**config.mk**
```make
export PLATFORM = sky130hd
export DESIGN_NAME = bp_profiler_ctrl
export DESIGN_NICKNAME = d
export VERILOG_FILES = /design/src/rtl/bp_profiler_ctrl.sv
export SDC_FILE = /design/constraint.sdc
export NUM_CORES = 1
export LEC_CHECK = 0
export ABC_AREA = 0
export CAP_MARGIN = 20
export CORE_AREA = 2 2 315 317
export CTS_CLUSTER_DIAMETER = 80
export DETAILED_ROUTE_END_ITERATION = 8
export DIE_AREA = 0 0 317 319
export GPL_TIMING_DRIVEN = 0
export PLACE_DENSITY_LB_ADDON = 0.15
export SYNTH_ARGS = -nofsm -noshare
export SYNTH_HDL_FRONTEND = slang
export SYNTH_SLANG_ARGS = --single-unit
```
**constraint.sdc**
```tcl
create_clock -name clk_i -period 5.4 [get_ports clk_i]
set_input_delay 1.62 -clock clk_i [delete_from_list [all_inputs] [get_ports clk_i]]
set_output_delay 1.62 -clock clk_i [all_outputs]
set_load 0.02 [all_outputs]
```
**src/rtl/bp_profiler_ctrl.sv**
```systemverilog
// bp_profiler_ctrl: host command sequencer for the stall-reason counter bank.
// Ports: clk_i/reset_n_i clock and async active-low reset; cmd_v_i/cmd_op_i/
// cmd_clr_i/cmd_ready_o command handshake (START/STOP/CLEAR/DUMP);
// ctr_i live counters; prof_en_o/prof_clear_o bank control;
// data_v_o/data_o/data_idx_o/data_last_o/data_ready_i snapshot readout stream;
// busy_o high while clearing or dumping.
module bp_profiler_ctrl #(
  parameter int num_ctrs_p = 24,
  parameter int ctr_width_p = 32,
  localparam int idx_width_lp = (num_ctrs_p > 1) ? $clog2(num_ctrs_p) : 1
) (
  input  logic                              clk_i,
  input  logic                              reset_n_i,
  input  logic                              cmd_v_i,
  input  logic [1:0]                        cmd_op_i,
  input  logic                              cmd_clr_i,
  output logic                              cmd_ready_o,
  input  logic [num_ctrs_p*ctr_width_p-1:0] ctr_i,
  output logic                              prof_en_o,
  output logic                              prof_clear_o,
  output logic                              data_v_o,
  output logic [ctr_width_p-1:0]            data_o,
  output logic [idx_width_lp-1:0]           data_idx_o,
  output logic                              data_last_o,
  input  logic                              data_ready_i,
  output logic                              busy_o
);
  localparam logic [1:0] st_accept = 2'd0, st_clear = 2'd1, st_dump = 2'd2;
  localparam logic [1:0] op_start = 2'd0, op_stop = 2'd1, op_clear = 2'd2, op_dump = 2'd3;
  logic [1:0] state_q, state_d;
  logic run_q, run_d, clr_q, clr_d;
  logic [idx_width_lp-1:0] ptr_q, ptr_d;
  logic [ctr_width_p-1:0] snap_q [num_ctrs_p];
  logic cmd_acc, dump_acc, xfer, last;
  assign cmd_ready_o  = state_q == st_accept;
  assign cmd_acc      = cmd_v_i & cmd_ready_o;
  assign dump_acc     = cmd_acc & (cmd_op_i == op_dump);
  assign last         = ptr_q == idx_width_lp'(num_ctrs_p - 1);
  assign data_v_o     = state_q == st_dump;
  assign xfer         = data_v_o & data_ready_i;
  assign data_o       = snap_q[ptr_q];
  assign data_idx_o   = ptr_q;
  assign data_last_o  = data_v_o & last;
  assign busy_o       = ~cmd_ready_o;
  assign prof_clear_o = clr_q;
  // counting pauses during the clear pulse so the bank restarts from zero
  assign prof_en_o    = run_q & ~clr_q;
  always_comb begin
    run_d   = (cmd_acc & cmd_op_i == op_start) ? 1'b1 :
              (cmd_acc & cmd_op_i == op_stop)  ? 1'b0 : run_q;
    clr_d   = cmd_acc & (cmd_op_i == op_clear | (cmd_op_i == op_dump & cmd_clr_i));
    // ptr returns to 0 on the last beat so the next dump starts at index 0
    ptr_d   = xfer ? (last ? '0 : ptr_q + idx_width_lp'(1)) : ptr_q;
    state_d = (state_q == st_clear) ? st_accept :
              (xfer & last)         ? st_accept :
              !cmd_acc              ? state_q   :
              (cmd_op_i == op_clear) ? st_clear :
              (cmd_op_i == op_dump)  ? st_dump  : st_accept;
  end
  always_ff @(posedge clk_i or negedge reset_n_i) begin
    if (!reset_n_i) begin
      state_q <= st_accept;
      run_q   <= 1'b0;
      clr_q   <= 1'b0;
      ptr_q   <= '0;
    end else begin
      state_q <= state_d;
      run_q   <= run_d;
      clr_q   <= clr_d;
      ptr_q   <= ptr_d;
    end
  end
  always_ff @(posedge clk_i or negedge reset_n_i) begin
    if (!reset_n_i) begin
      for (int k = 0; k < num_ctrs_p; k++) snap_q[k] <= '0;
    end else if (dump_acc) begin
      for (int k = 0; k < num_ctrs_p; k++) snap_q[k] <= ctr_i[k*ctr_width_p +: ctr_width_p];
    end
  end
endmodule
```
==> flow_summary.toml <==
[status]
status = "finished clean"

[setup_path]
crit_path_top_delay_cell = "clkdlybuf4s50_1"
path_cells = "buf_2 -> buf_4 -> buf_2 -> mux2i_1 -> a22oi_1 -> nand3_1 -> nand3_1 -> clkdlybuf4s50_1"
path_delay_family = "buffers and inverters"
crit_type = "flop to output port"
crit_buf_inv = 4
arrival_ns = 3.76
max_stage_delay_ns = 0.73
ff2ff_setup_slack_ns = 3.05
end_kind = "output port"
start_kind = "flop"
cp_data_required_time_ns = 3.78
r2r_end = "snap_q[210]$_DFFE_PN0P_"
crit_fanout = 10
reg2reg_from = "state_q[1]$_DFFE_PN0P_"
reg2reg_depth = 6

[clock_tree]
cts_sinks = 777
clock_latency_ns = 0.66
clkTransAtPathRegs_ns = 0.06
cts_buffer_depth = 3
postCtsHoldBufs = 0
cts_max_level = 3
root_buffer = "clkbuf_16"
cts_made_buffers = 91
cts_tree = "yes"

[routing]
ant_nets = 0
route.detailed.drc = 0
first_pass_iters = 6
drt-initial-drc-count = 1666
wl_per_cell_um = 32.8
routed_wl_mm = 152
dr_total_vias = 24700
vias_per_cell = 5.33

[power_and_ir_drop]
vdd_ir_drop_max_mv = 0.274
fin_total_pwr_mw = 28.3
clkPwrFrac = 0.225
power_density_nw_per_um2 = 580
combPwrFrac = 0.414
swShare = 0.369
p_leak_nw = 20.8
p_seq_frac = 0.361
intPower_mw = 17.9
p_sw_mw = 10.5

[placement]
dp_hpwl_mm = 120
gp_congestion = 0.916
port_buffers = 817
dp_slack_ns = -0.0266
placed_cells = 4446

[global_routing]
grt_use_total = 0.298
met3_usage = 0.0866
busiest_layer = "met2"
grt_overflow = 0
antenna_found_initial = 56
grt_pass1_vias = 27300
grt_max_degree = 125
grt_use_met1 = 0.359
grt_pass1_wl_mm = 210
grtUsageMet2 = 0.508

[yosys]
syn_area_um2 = 35300
yosysUniqueCellTypes = 31
yosys_warnings = 0
yosysSeqAreaShare = 0.550
avgSynthCellArea_um2 = 15.1
syn_inst = 2333
ys_ff_latch = 777
synthesis.nets = 3109

[timing]
slew_headroom = 0.435
rsz0062_at_grt = "no"
clock.fmax_mhz = 186
setup_ws_ns = 0.0160
post-route-period-util = 0.997
worst_pin_slew_ns = 0.848
hold_violations = 0
maxSlewViolCount = 0
fin_worst_skew_ns = 0.0249
setup_violations = 0
finalCriticalPeriod_ns = 5.38

[floorplan]
die_area_um2 = 101000
fp.dieW_um = 317
core_area_um2 = 97700
dieHeight_um = 319
num_rows = 115
start_util = 0.362
pin_count = 818

[min_path]
worst_hold_startpoint = "snap_q[16]$_DFFE_PN0P_"
hp-class = "flop to flop"
min_to = "snap_q[16]$_DFFE_PN0P_"
min_path_cells = 1

[run]
max_cap_viol_count = 0

[final_layout]
final_cells = 4637
syn2layout_area_growth_pct = 38.1
drive_gt1_frac = 0.205
layout.nets = 4027
==> final cells by class <==
type	count	area [um2]
Fill cell	8468	48900
Sequential cell	777	19400
Multi-Input combinational cell	1383	14700
Timing Repair Buffer	826	8410
Clock buffer	141	2830
Tap cell	1287	1610
Buffer	169	1400
Clock inverter	21	275
Antenna cell	30	75.1
Inverter	3	11.3
==> power groups by stage <==
stage / sequential, mW / combinational, mW / clock [mW]
final: 10.2 / 11.7 / 6.38
after global routing: 10.5 / 12.3 / 6.74
after CTS: 10.2 / 11.8 / 6.49
after detailed placement: 10.2 / 11.6 / 0
after global placement: 10.2 / 11.4 / 0
after floorplan: 9.70 / 6.60 / 0
==> cell families (layout without fill, tap and decap cells) <==
family,after synthesis,in the layout,share of synthesized area
AO/OA/AOI/OAI,169,169,0.0355
AND/OR/NAND/NOR,123,123,0.0179
buffers and inverters,173,1160,0.0369
XOR/XNOR,1,1,0.000248
adder cells (fa/ha/maj),1,1,0.000354
multiplexers,1089,1089,0.359
other,0,30,0
flip-flops,777,777,0.550
==> layer usage <==
metal  vias up  routed length [um]
li1      10600                   -
met1     13000               60400
met2       860               75600
met3       224               10800
met4        46                4790
met5         -                 302
==> worst reg2reg max path, cell delays in order (launching register included) <==
cell     delay [ns]
dfrtp_1        0.47
nor2_4         0.19
nand3_2        0.12
nor2_2         0.28
buf_2          0.45
buf_4          0.35
mux2_2         0.39
==> cells in the mapped netlist <==
master | n | area share
a21oi_1 | 1 | 0.00014
a22oi_1 | 161 | 0.034
and2_1 | 2 | 0.00035
and3_1 | 1 | 0.00018
and3b_1 | 1 | 0.00025
buf_1 | 8 | 0.00085
buf_12 | 5 | 0.0028
buf_2 | 54 | 0.0077
buf_4 | 33 | 0.0070
buf_6 | 51 | 0.016
clkbuf_1 | 19 | 0.0020
dfrtp_1 | 777 | 0.55
ha_1 | 1 | 0.00035
inv_1 | 3 | 0.00032
mux2_1 | 500 | 0.16
mux2_2 | 269 | 0.086
mux2i_1 | 256 | 0.073
mux4_2 | 64 | 0.041
nand2_1 | 9 | 0.00096
nand3_1 | 98 | 0.014
nand3_2 | 1 | 0.00028
nand4_1 | 1 | 0.00018
nor2_1 | 2 | 0.00021
nor2_2 | 1 | 0.00018
nor2_4 | 1 | 0.00032
nor2b_1 | 5 | 0.00089
nor3b_1 | 1 | 0.00021
o21ai_0 | 5 | 0.00071
o22a_1 | 1 | 0.00025
o31ai_1 | 1 | 0.00021
xnor2_1 | 1 | 0.00025
==> metrics by stage <==
step / instance area (um2) / TNS, ns / hold WS (ns) / util
floorplan: 35300 / 0 / 0.452 / -
global placement: 45100 / - / 0.462 / 0.462
detailed placement: 45300 / -0.0266 / 0.471 / 0.464
CTS: 48700 / -0.00431 / 0.484 / 0.498
global route: 48800 / 0 / 0.494 / 0.499
finish: 48800 / 0 / 0.480 / 0.499
==> sequential cells by signal, indices dropped and copies added, names as in the netlist <==
| signal | count |
|---|---|
| state_q | 2 |
| data_idx_o | 5 |
| snap_q | 768 |
| run_q | 1 |
| prof_clear_o | 1 |
==> repair_timing <==
action | 4_1_cts | 5_1_grt
setup endpoints to repair | 32 | 16
buffers inserted | 0 | 0
resized for setup | 72 | 16
pin swaps | 1 | 1
==> cells in the final DEF (no fill, tap or decap), types with 3 or more instances in the layout <==
master	instances
mux4_2	64
diode_2	30
clkinv_2	10
nand2_1	9
dlymetal6s2s_1	5
a22oi_1	143
clkdlybuf4s50_1	808
nor2b_1	5
mux2_1	500
o21ai_0	5
buf_6	54
buf_16	7
buf_2	35
clkbuf_16	95
nand3_2	13
clkbuf_2	10
clkbuf_1	26
mux2i_1	256
nand3_1	86
buf_4	48
bufinv_16	6
inv_1	3
dfrtp_1	777
buf_12	5
clkbuf_4	4
mux2_2	269
clkdlybuf4s15_2	4
dlygate4sd2_1	3
a22oi_2	18
clkbuf_8	28
==> worst max-delay path by stage <==
stage	from	to	slack [ns]	cells after the start
detailed placement	data_idx_o[2]$_DFFE_PN0P_	data_o[9]	-0.03	6
finish	data_idx_o[0]$_DFFE_PN0P_	data_o[4]	0.02	8
floorplan	data_idx_o[0]$_DFFE_PN0P_	data_o[10]	1.92	5
CTS	data_idx_o[0]$_DFFE_PN0P_	data_o[1]	-0.003	8
global route	data_idx_o[1]$_DFFE_PN0P_	data_o[31]	0.007	6
global placement	reset_n_i	snap_q[104]$_DFFE_PN0P_	-31.81	1
No activity file was read; power rests on OpenSTA's default activity.
